<file path="config.mk">
export PLATFORM = sky130hd
export DESIGN_NAME = cplx_mul_pipe
export DESIGN_NICKNAME = d
export VERILOG_FILES = /design/src/rtl/cplx_mul_pipe.sv
export SDC_FILE = /design/constraint.sdc
export NUM_CORES = 2
export LEC_CHECK = 0
export BUFFER_PORTS_ARGS = -buffer_cell sky130_fd_sc_hd__buf_4
export CORE_ASPECT_RATIO = 1.1
export CORE_MARGIN = 4
export CORE_UTILIZATION = 65
export DETAILED_ROUTE_END_ITERATION = 8
export PLACE_DENSITY = 0.88
export SYNTH_ARGS = -nofsm -noshare
export SYNTH_HDL_FRONTEND = slang
export SYNTH_SLANG_ARGS = --single-unit
</file>
<file path="constraint.sdc">
create_clock -name clk -period 19.1 [get_ports clk]
set_clock_uncertainty 0.2 [all_clocks]
set_input_delay 1.91 -clock clk [delete_from_list [all_inputs] [get_ports clk]]
set_output_delay 1.91 -clock clk [all_outputs]
set_load 0.005 [all_outputs]
</file>
<file path="src/rtl/cplx_mul_pipe.sv">
// cplx_mul_pipe: pipelined signed fixed-point complex multiplier, Q(W-1) x Q(W-1) -> Q(W-1).
// Computes a*b, or a*conj(b) when in_conj is set, as a valid/ready stream with a global stall.
// Optional saturation is enabled by defining CPLX_MUL_SAT_EN; otherwise components wrap
// and out_ovf is tied low.
// Pipeline: S1 registers the operands, S2 the four products, S3 (STAGES>=3) the sums and
// S4 (STAGES==4) the narrowed result. Logic after the last register feeds out_* directly.
module cplx_mul_pipe #(
  parameter int W      = 16,
  parameter int STAGES = 3,
  parameter int ROUND  = 1
) (
  input  logic         clk,
  input  logic         arst,
  input  logic         in_valid,
  output logic         in_ready,
  input  logic [W-1:0] in_a_re,
  input  logic [W-1:0] in_a_im,
  input  logic [W-1:0] in_b_re,
  input  logic [W-1:0] in_b_im,
  input  logic         in_conj,
  output logic         out_valid,
  input  logic         out_ready,
  output logic [W-1:0] out_re,
  output logic [W-1:0] out_im,
  output logic         out_ovf
);

  localparam int PW = 2 * W;
  localparam int SW = 2 * W + 1;
  localparam logic signed [SW-1:0] RND_ONE = {{(W+2){1'b0}}, 1'b1, {(W-2){1'b0}}};
  localparam logic signed [SW-1:0] RND     = (ROUND != 0) ? RND_ONE : {SW{1'b0}};
`ifdef CPLX_MUL_SAT_EN
  localparam logic signed [SW-1:0] MAXV = {{(W+2){1'b0}}, {(W-1){1'b1}}};
  localparam logic signed [SW-1:0] MINV = {{(W+2){1'b1}}, {(W-1){1'b0}}};
`endif

  // Round and shift a (2W+1)-bit sum down to W bits; MSB of the result flags clipping.
  function automatic logic [W:0] narrow(input logic signed [SW-1:0] s);
    logic signed [SW-1:0] t;
    logic [W:0]           res;
    t = (s + RND) >>> (W - 1);
`ifdef CPLX_MUL_SAT_EN
    if (t > MAXV) begin
      res = {1'b1, MAXV[W-1:0]};
    end else if (t < MINV) begin
      res = {1'b1, MINV[W-1:0]};
    end else begin
      res = {1'b0, t[W-1:0]};
    end
`else
    res = {1'b0, t[W-1:0]};
`endif
    return res;
  endfunction

  logic w_adv;

  // Stage 1 registers
  logic         r1_valid;
  logic [W-1:0] r1_ar, r1_ai, r1_br, r1_bi;
  logic         r1_conj;

  // Stage 2 registers and product inputs
  logic                 r2_valid;
  logic signed [PW-1:0] r2_rr, r2_ii, r2_ri, r2_ir;
  logic signed [PW-1:0] w_ar_x, w_ai_x, w_br_x, w_bi_x, w_bi_eff;

  // Sum path and narrowed result
  logic signed [SW-1:0] w_sum_re, w_sum_im;
  logic signed [SW-1:0] w_s_re, w_s_im;
  logic                 w_s_valid;
  logic [W:0]           w_n_re, w_n_im;
  logic                 w_n_ovf;

  assign w_adv    = !out_valid || out_ready;
  assign in_ready = w_adv;

  // Stage 1: capture operands and conjugate flag on every advance.
  always_ff @(posedge clk or posedge arst) begin
    if (arst) begin
      r1_valid <= 1'b0;
      r1_ar    <= {W{1'b0}};
      r1_ai    <= {W{1'b0}};
      r1_br    <= {W{1'b0}};
      r1_bi    <= {W{1'b0}};
      r1_conj  <= 1'b0;
    end else if (w_adv) begin
      r1_valid <= in_valid;
      r1_ar    <= in_a_re;
      r1_ai    <= in_a_im;
      r1_br    <= in_b_re;
      r1_bi    <= in_b_im;
      r1_conj  <= in_conj;
    end
  end

  // Sign-extend to 2W before negating so that -(-2^(W-1)) is representable.
  assign w_ar_x   = {{W{r1_ar[W-1]}}, r1_ar};
  assign w_ai_x   = {{W{r1_ai[W-1]}}, r1_ai};
  assign w_br_x   = {{W{r1_br[W-1]}}, r1_br};
  assign w_bi_x   = {{W{r1_bi[W-1]}}, r1_bi};
  assign w_bi_eff = r1_conj ? ({PW{1'b0}} - w_bi_x) : w_bi_x;

  // Stage 2: register the four partial products (each fits in 2W signed bits).
  always_ff @(posedge clk or posedge arst) begin
    if (arst) begin
      r2_valid <= 1'b0;
      r2_rr    <= {PW{1'b0}};
      r2_ii    <= {PW{1'b0}};
      r2_ri    <= {PW{1'b0}};
      r2_ir    <= {PW{1'b0}};
    end else if (w_adv) begin
      r2_valid <= r1_valid;
      r2_rr    <= w_ar_x * w_br_x;
      r2_ii    <= w_ai_x * w_bi_eff;
      r2_ri    <= w_ar_x * w_bi_eff;
      r2_ir    <= w_ai_x * w_br_x;
    end
  end

  assign w_sum_re = {r2_rr[PW-1], r2_rr} - {r2_ii[PW-1], r2_ii};
  assign w_sum_im = {r2_ri[PW-1], r2_ri} + {r2_ir[PW-1], r2_ir};

  generate
    if (STAGES >= 3) begin : g_s3
      logic                 r3_valid;
      logic signed [SW-1:0] r3_re, r3_im;

      // Stage 3: register the full-precision real and imaginary sums.
      always_ff @(posedge clk or posedge arst) begin
        if (arst) begin
          r3_valid <= 1'b0;
          r3_re    <= {SW{1'b0}};
          r3_im    <= {SW{1'b0}};
        end else if (w_adv) begin
          r3_valid <= r2_valid;
          r3_re    <= w_sum_re;
          r3_im    <= w_sum_im;
        end
      end

      assign w_s_valid = r3_valid;
      assign w_s_re    = r3_re;
      assign w_s_im    = r3_im;
    end else begin : g_no_s3
      assign w_s_valid = r2_valid;
      assign w_s_re    = w_sum_re;
      assign w_s_im    = w_sum_im;
    end
  endgenerate

  assign w_n_re  = narrow(w_s_re);
  assign w_n_im  = narrow(w_s_im);
  assign w_n_ovf = w_n_re[W] | w_n_im[W];

  generate
    if (STAGES == 4) begin : g_s4
      logic         r4_valid;
      logic [W-1:0] r4_re, r4_im;
      logic         r4_ovf;

      // Stage 4: register the narrowed output beat.
      always_ff @(posedge clk or posedge arst) begin
        if (arst) begin
          r4_valid <= 1'b0;
          r4_re    <= {W{1'b0}};
          r4_im    <= {W{1'b0}};
          r4_ovf   <= 1'b0;
        end else if (w_adv) begin
          r4_valid <= w_s_valid;
          r4_re    <= w_n_re[W-1:0];
          r4_im    <= w_n_im[W-1:0];
          r4_ovf   <= w_n_ovf;
        end
      end

      assign out_valid = r4_valid;
      assign out_re    = r4_re;
      assign out_im    = r4_im;
      assign out_ovf   = r4_ovf;
    end else begin : g_no_s4
      assign out_valid = w_s_valid;
      assign out_re    = w_n_re[W-1:0];
      assign out_im    = w_n_im[W-1:0];
      assign out_ovf   = w_n_ovf;
    end
  endgenerate

endmodule
</file>
==> impl_metrics.ini <==
[finish]
nets = 7036
register_area_um2 = 5660
design_area_um2 = 52800
multi_input_area_um2 = 38800
synthToLayoutAreaGrowth_pct = 5.59
antenna_cells = 0
fillers = 5434
drive_gt1_share_pct = 4.72

[setup_path]
critPathLaunchType = register
rrSetupSlack_ps = 10460
crit_fanout = 30
r2r-end = r2_ri[30]
critical_path_required_ps = 19350
crit_path_end_kind = register
rr_startpoint = r1_bi[2]
critPathKind = register to register
rr_worst_depth = 26
critPathLaunch = r1_bi[2]
critPathArrivalTime_ps = 8890
endpoint = r2_ri[30]

[placed_design]
dp.final_hpwl_um = 97200
gp_congestion = 0.913
postPlaceCellArea_um2 = 51700
dp_slack_ps = 10620
port_buffers = 102

[clock_network]
ctsRootBufferMaster = clkbuf_16
tritoncts = yes
clock-sinks = 226
clkLatencyLatePin_ps = 620
cts_inserted_buffers = 30
cts_resized = 0
cts_setup_buffers = 0
h-tree-depth = 1
clk_pin_slew_ps = 60
cts_hold_buf = 0
clockBufferDepth = 3

[synth]
synthAdderAreaFrac_pct = 51.1
ys_ff_latch = 226
synth_top_family_by_area = adder cells
synthMuxAreaShare_pct = 0.0625
synth_area_leaders = fa_1 41%, dfrtp_1 11%, ha_1 9.6%
synth.distinct_cells = 75
synth_enable_flop_cells = 0
syn_area_um2 = 50000
synth-compound-area-share_pct = 6.16
synth-simple-area-share_pct = 16.2
synth_nets = 7092
synthCells = 5604
synth_xor_area_share_pct = 3.85
synth-main-ff-cell = dfrtp_1
yosys.area.top_type = fa_1
ys_async_sr_fraction_pct = 100
avgSynthCellArea_um2 = 8.92
yosysSeqAreaShare_pct = 11.3
netlist.area_leader.share_pct = 41.5
yosys_warnings = 0

[route]
first_iter_violations = 3113
antenna_left = 0
route.vias.total = 38557
wl_per_cell_um = 19.6
drc = 0
routed_wl_um = 129000
dr.pass1.iters = 6
viasPerCell = 5.85

[sta]
setup_ws_ps = 10460
rsz0062_at_grt = false
whs_ps = 261
fin_crit_ps = 8640
finalSetupViolCount = 0
fin_setup_tns_ps = 0
slew_headroom_pct = 6.84
fmax_mhz = 116
hold_viol = 0
fin_crit_sh_pct = 45.2
final_max_slew_viol_count = 0
worst_pin_slew_ps = 1400

[floorplanning]
die-area_um2 = 81400
core_um2 = 76100
die_y_um = 299
start_util_pct = 65.7
die_w_um = 272
io_pins = 104
rows = 106

[global_route]
grt_remaining_overflow = 0
grt_usage_pct = 32.8
antenna_found_initial = 1
grt_pass1_vias = 42098
grt_first_pass_wirelength_um = 213000
grt_max_degree = 104

[status]
status = finished clean

[min_path]
holdCritPathClass = register to register

[flow_run]
cap_viol_max_count = 0
==> worst min-delay path by stage <==
stage / startpoint / end / cells past startpoint / slack, ps
after floorplan: r2_rr[0] / r2_rr[0] / 2 / 230
after global placement: r2_rr[0] / r2_rr[0] / 2 / 240
after detailed placement: r2_valid / out_valid / 1 / 250
after CTS: r2_valid / out_valid / 1 / 250
after global routing: r2_valid / out_valid / 1 / 260
final: r2_valid / r2_valid / 2 / 260
==> Yosys cell counts, types with 5 or more instances <==
library cell,number
a211oi_1,25
a21o_1,38
a21oi_1,155
a221oi_1,6
a31oi_1,12
and2_1,432
and3_1,21
and4_1,5
buf_1,10
clkbuf_1,248
dfrtp_1,226
fa_1,1036
ha_1,383
inv_1,1249
nand2_1,922
nand2b_1,48
nand3_1,38
nand3b_1,5
nand4_1,15
nor2_1,160
nor2b_1,7
nor3_1,30
nor3b_1,6
nor4_1,11
o2111ai_1,8
o211ai_1,11
o21a_1,22
o21ai_0,123
o21bai_1,20
o31a_1,5
o31ai_1,15
o41ai_1,5
or2_2,10
or3_1,14
xnor2_1,141
xor2_1,76
==> worst max-delay path, cell delays in order, from the launching register on <==
cell and delay, ps:
dfrtp_1 460, nor4_2 460, nor4b_1 460, nand2_1 170
o41ai_1 500, xnor2_2 170, buf_4 370, nand2_1 150
fa_1 540, fa_1 520, fa_1 530, inv_1 60
fa_1 490, fa_1 490, inv_1 50, fa_1 470
inv_1 40, ha_1 330, a21o_1 180, a21o_1 180
a211oi_1 250, o41a_1 320, a211oi_1 150, a211oi_1 510
a211oi_1 180, xnor2_1 180, o21ai_1 70
==> through the flow <==
step	instances	utilization [%]
finish	6595	69.4
global route	6595	69.4
CTS	6595	69.4
floorplan	5604	-
global placement	6542	68.0
detailed placement	6542	68.0
==> cells by family after synthesis <==
kind of cell / count (synthesis)
simple gates: 1735
compound gates: 493
other cells: 1
fa+ha+maj: 1419
buf+inv: 1509
mux: 3
flops: 226
xor+xnor: 218
==> state kept, by name (all words and copies together) (netlist names), 16 cells and up <==
register and count:
g_s3.r3_im 17, g_s3.r3_re 17, r1_ai 16, r1_ar 16, r1_bi 16, r1_br 16
r2_ii 31, r2_ir 31, r2_ri 31, r2_rr 31
==> metal layers <==
layer	track usage [%]	up-vias	share of wire (%)
met2	53.1	2054	47
li1	-	16538	-
met1	41.8	19396	36
met3	5.68	569	9.5
met4	19.7	0	7.8
met5	0	-	0
==> final cells by class <==
class,count,area share [%]
timing repair buffer,171,2.43
sequential,226,10.7
tap,1026,2.43
inverter,1250,8.91
multi-input combinational,3869,73.5
clock buffer,34,1.53
clock inverter,19,0.500
==> layout by cell type, fill, tap and decap left out, types with 25 or more instances in the layout <==
cell	synthesis	routed
a211oi_1	25	25
a21o_1	38	38
a21oi_1	155	155
and2_1	432	432
buf_4	1	171
clkbuf_16	0	31
dfrtp_1	226	225
fa_1	1036	1036
ha_1	383	383
inv_1	1249	1248
nand2_1	922	922
nand2b_1	48	48
nand3_1	38	38
nor2_1	160	160
nor3_1	30	30
o21ai_0	123	122
xnor2_1	141	127
xor2_1	76	76
Power is not shown: default switching activity piles up to over one toggle a cycle in this logic, so the estimate is an artifact.
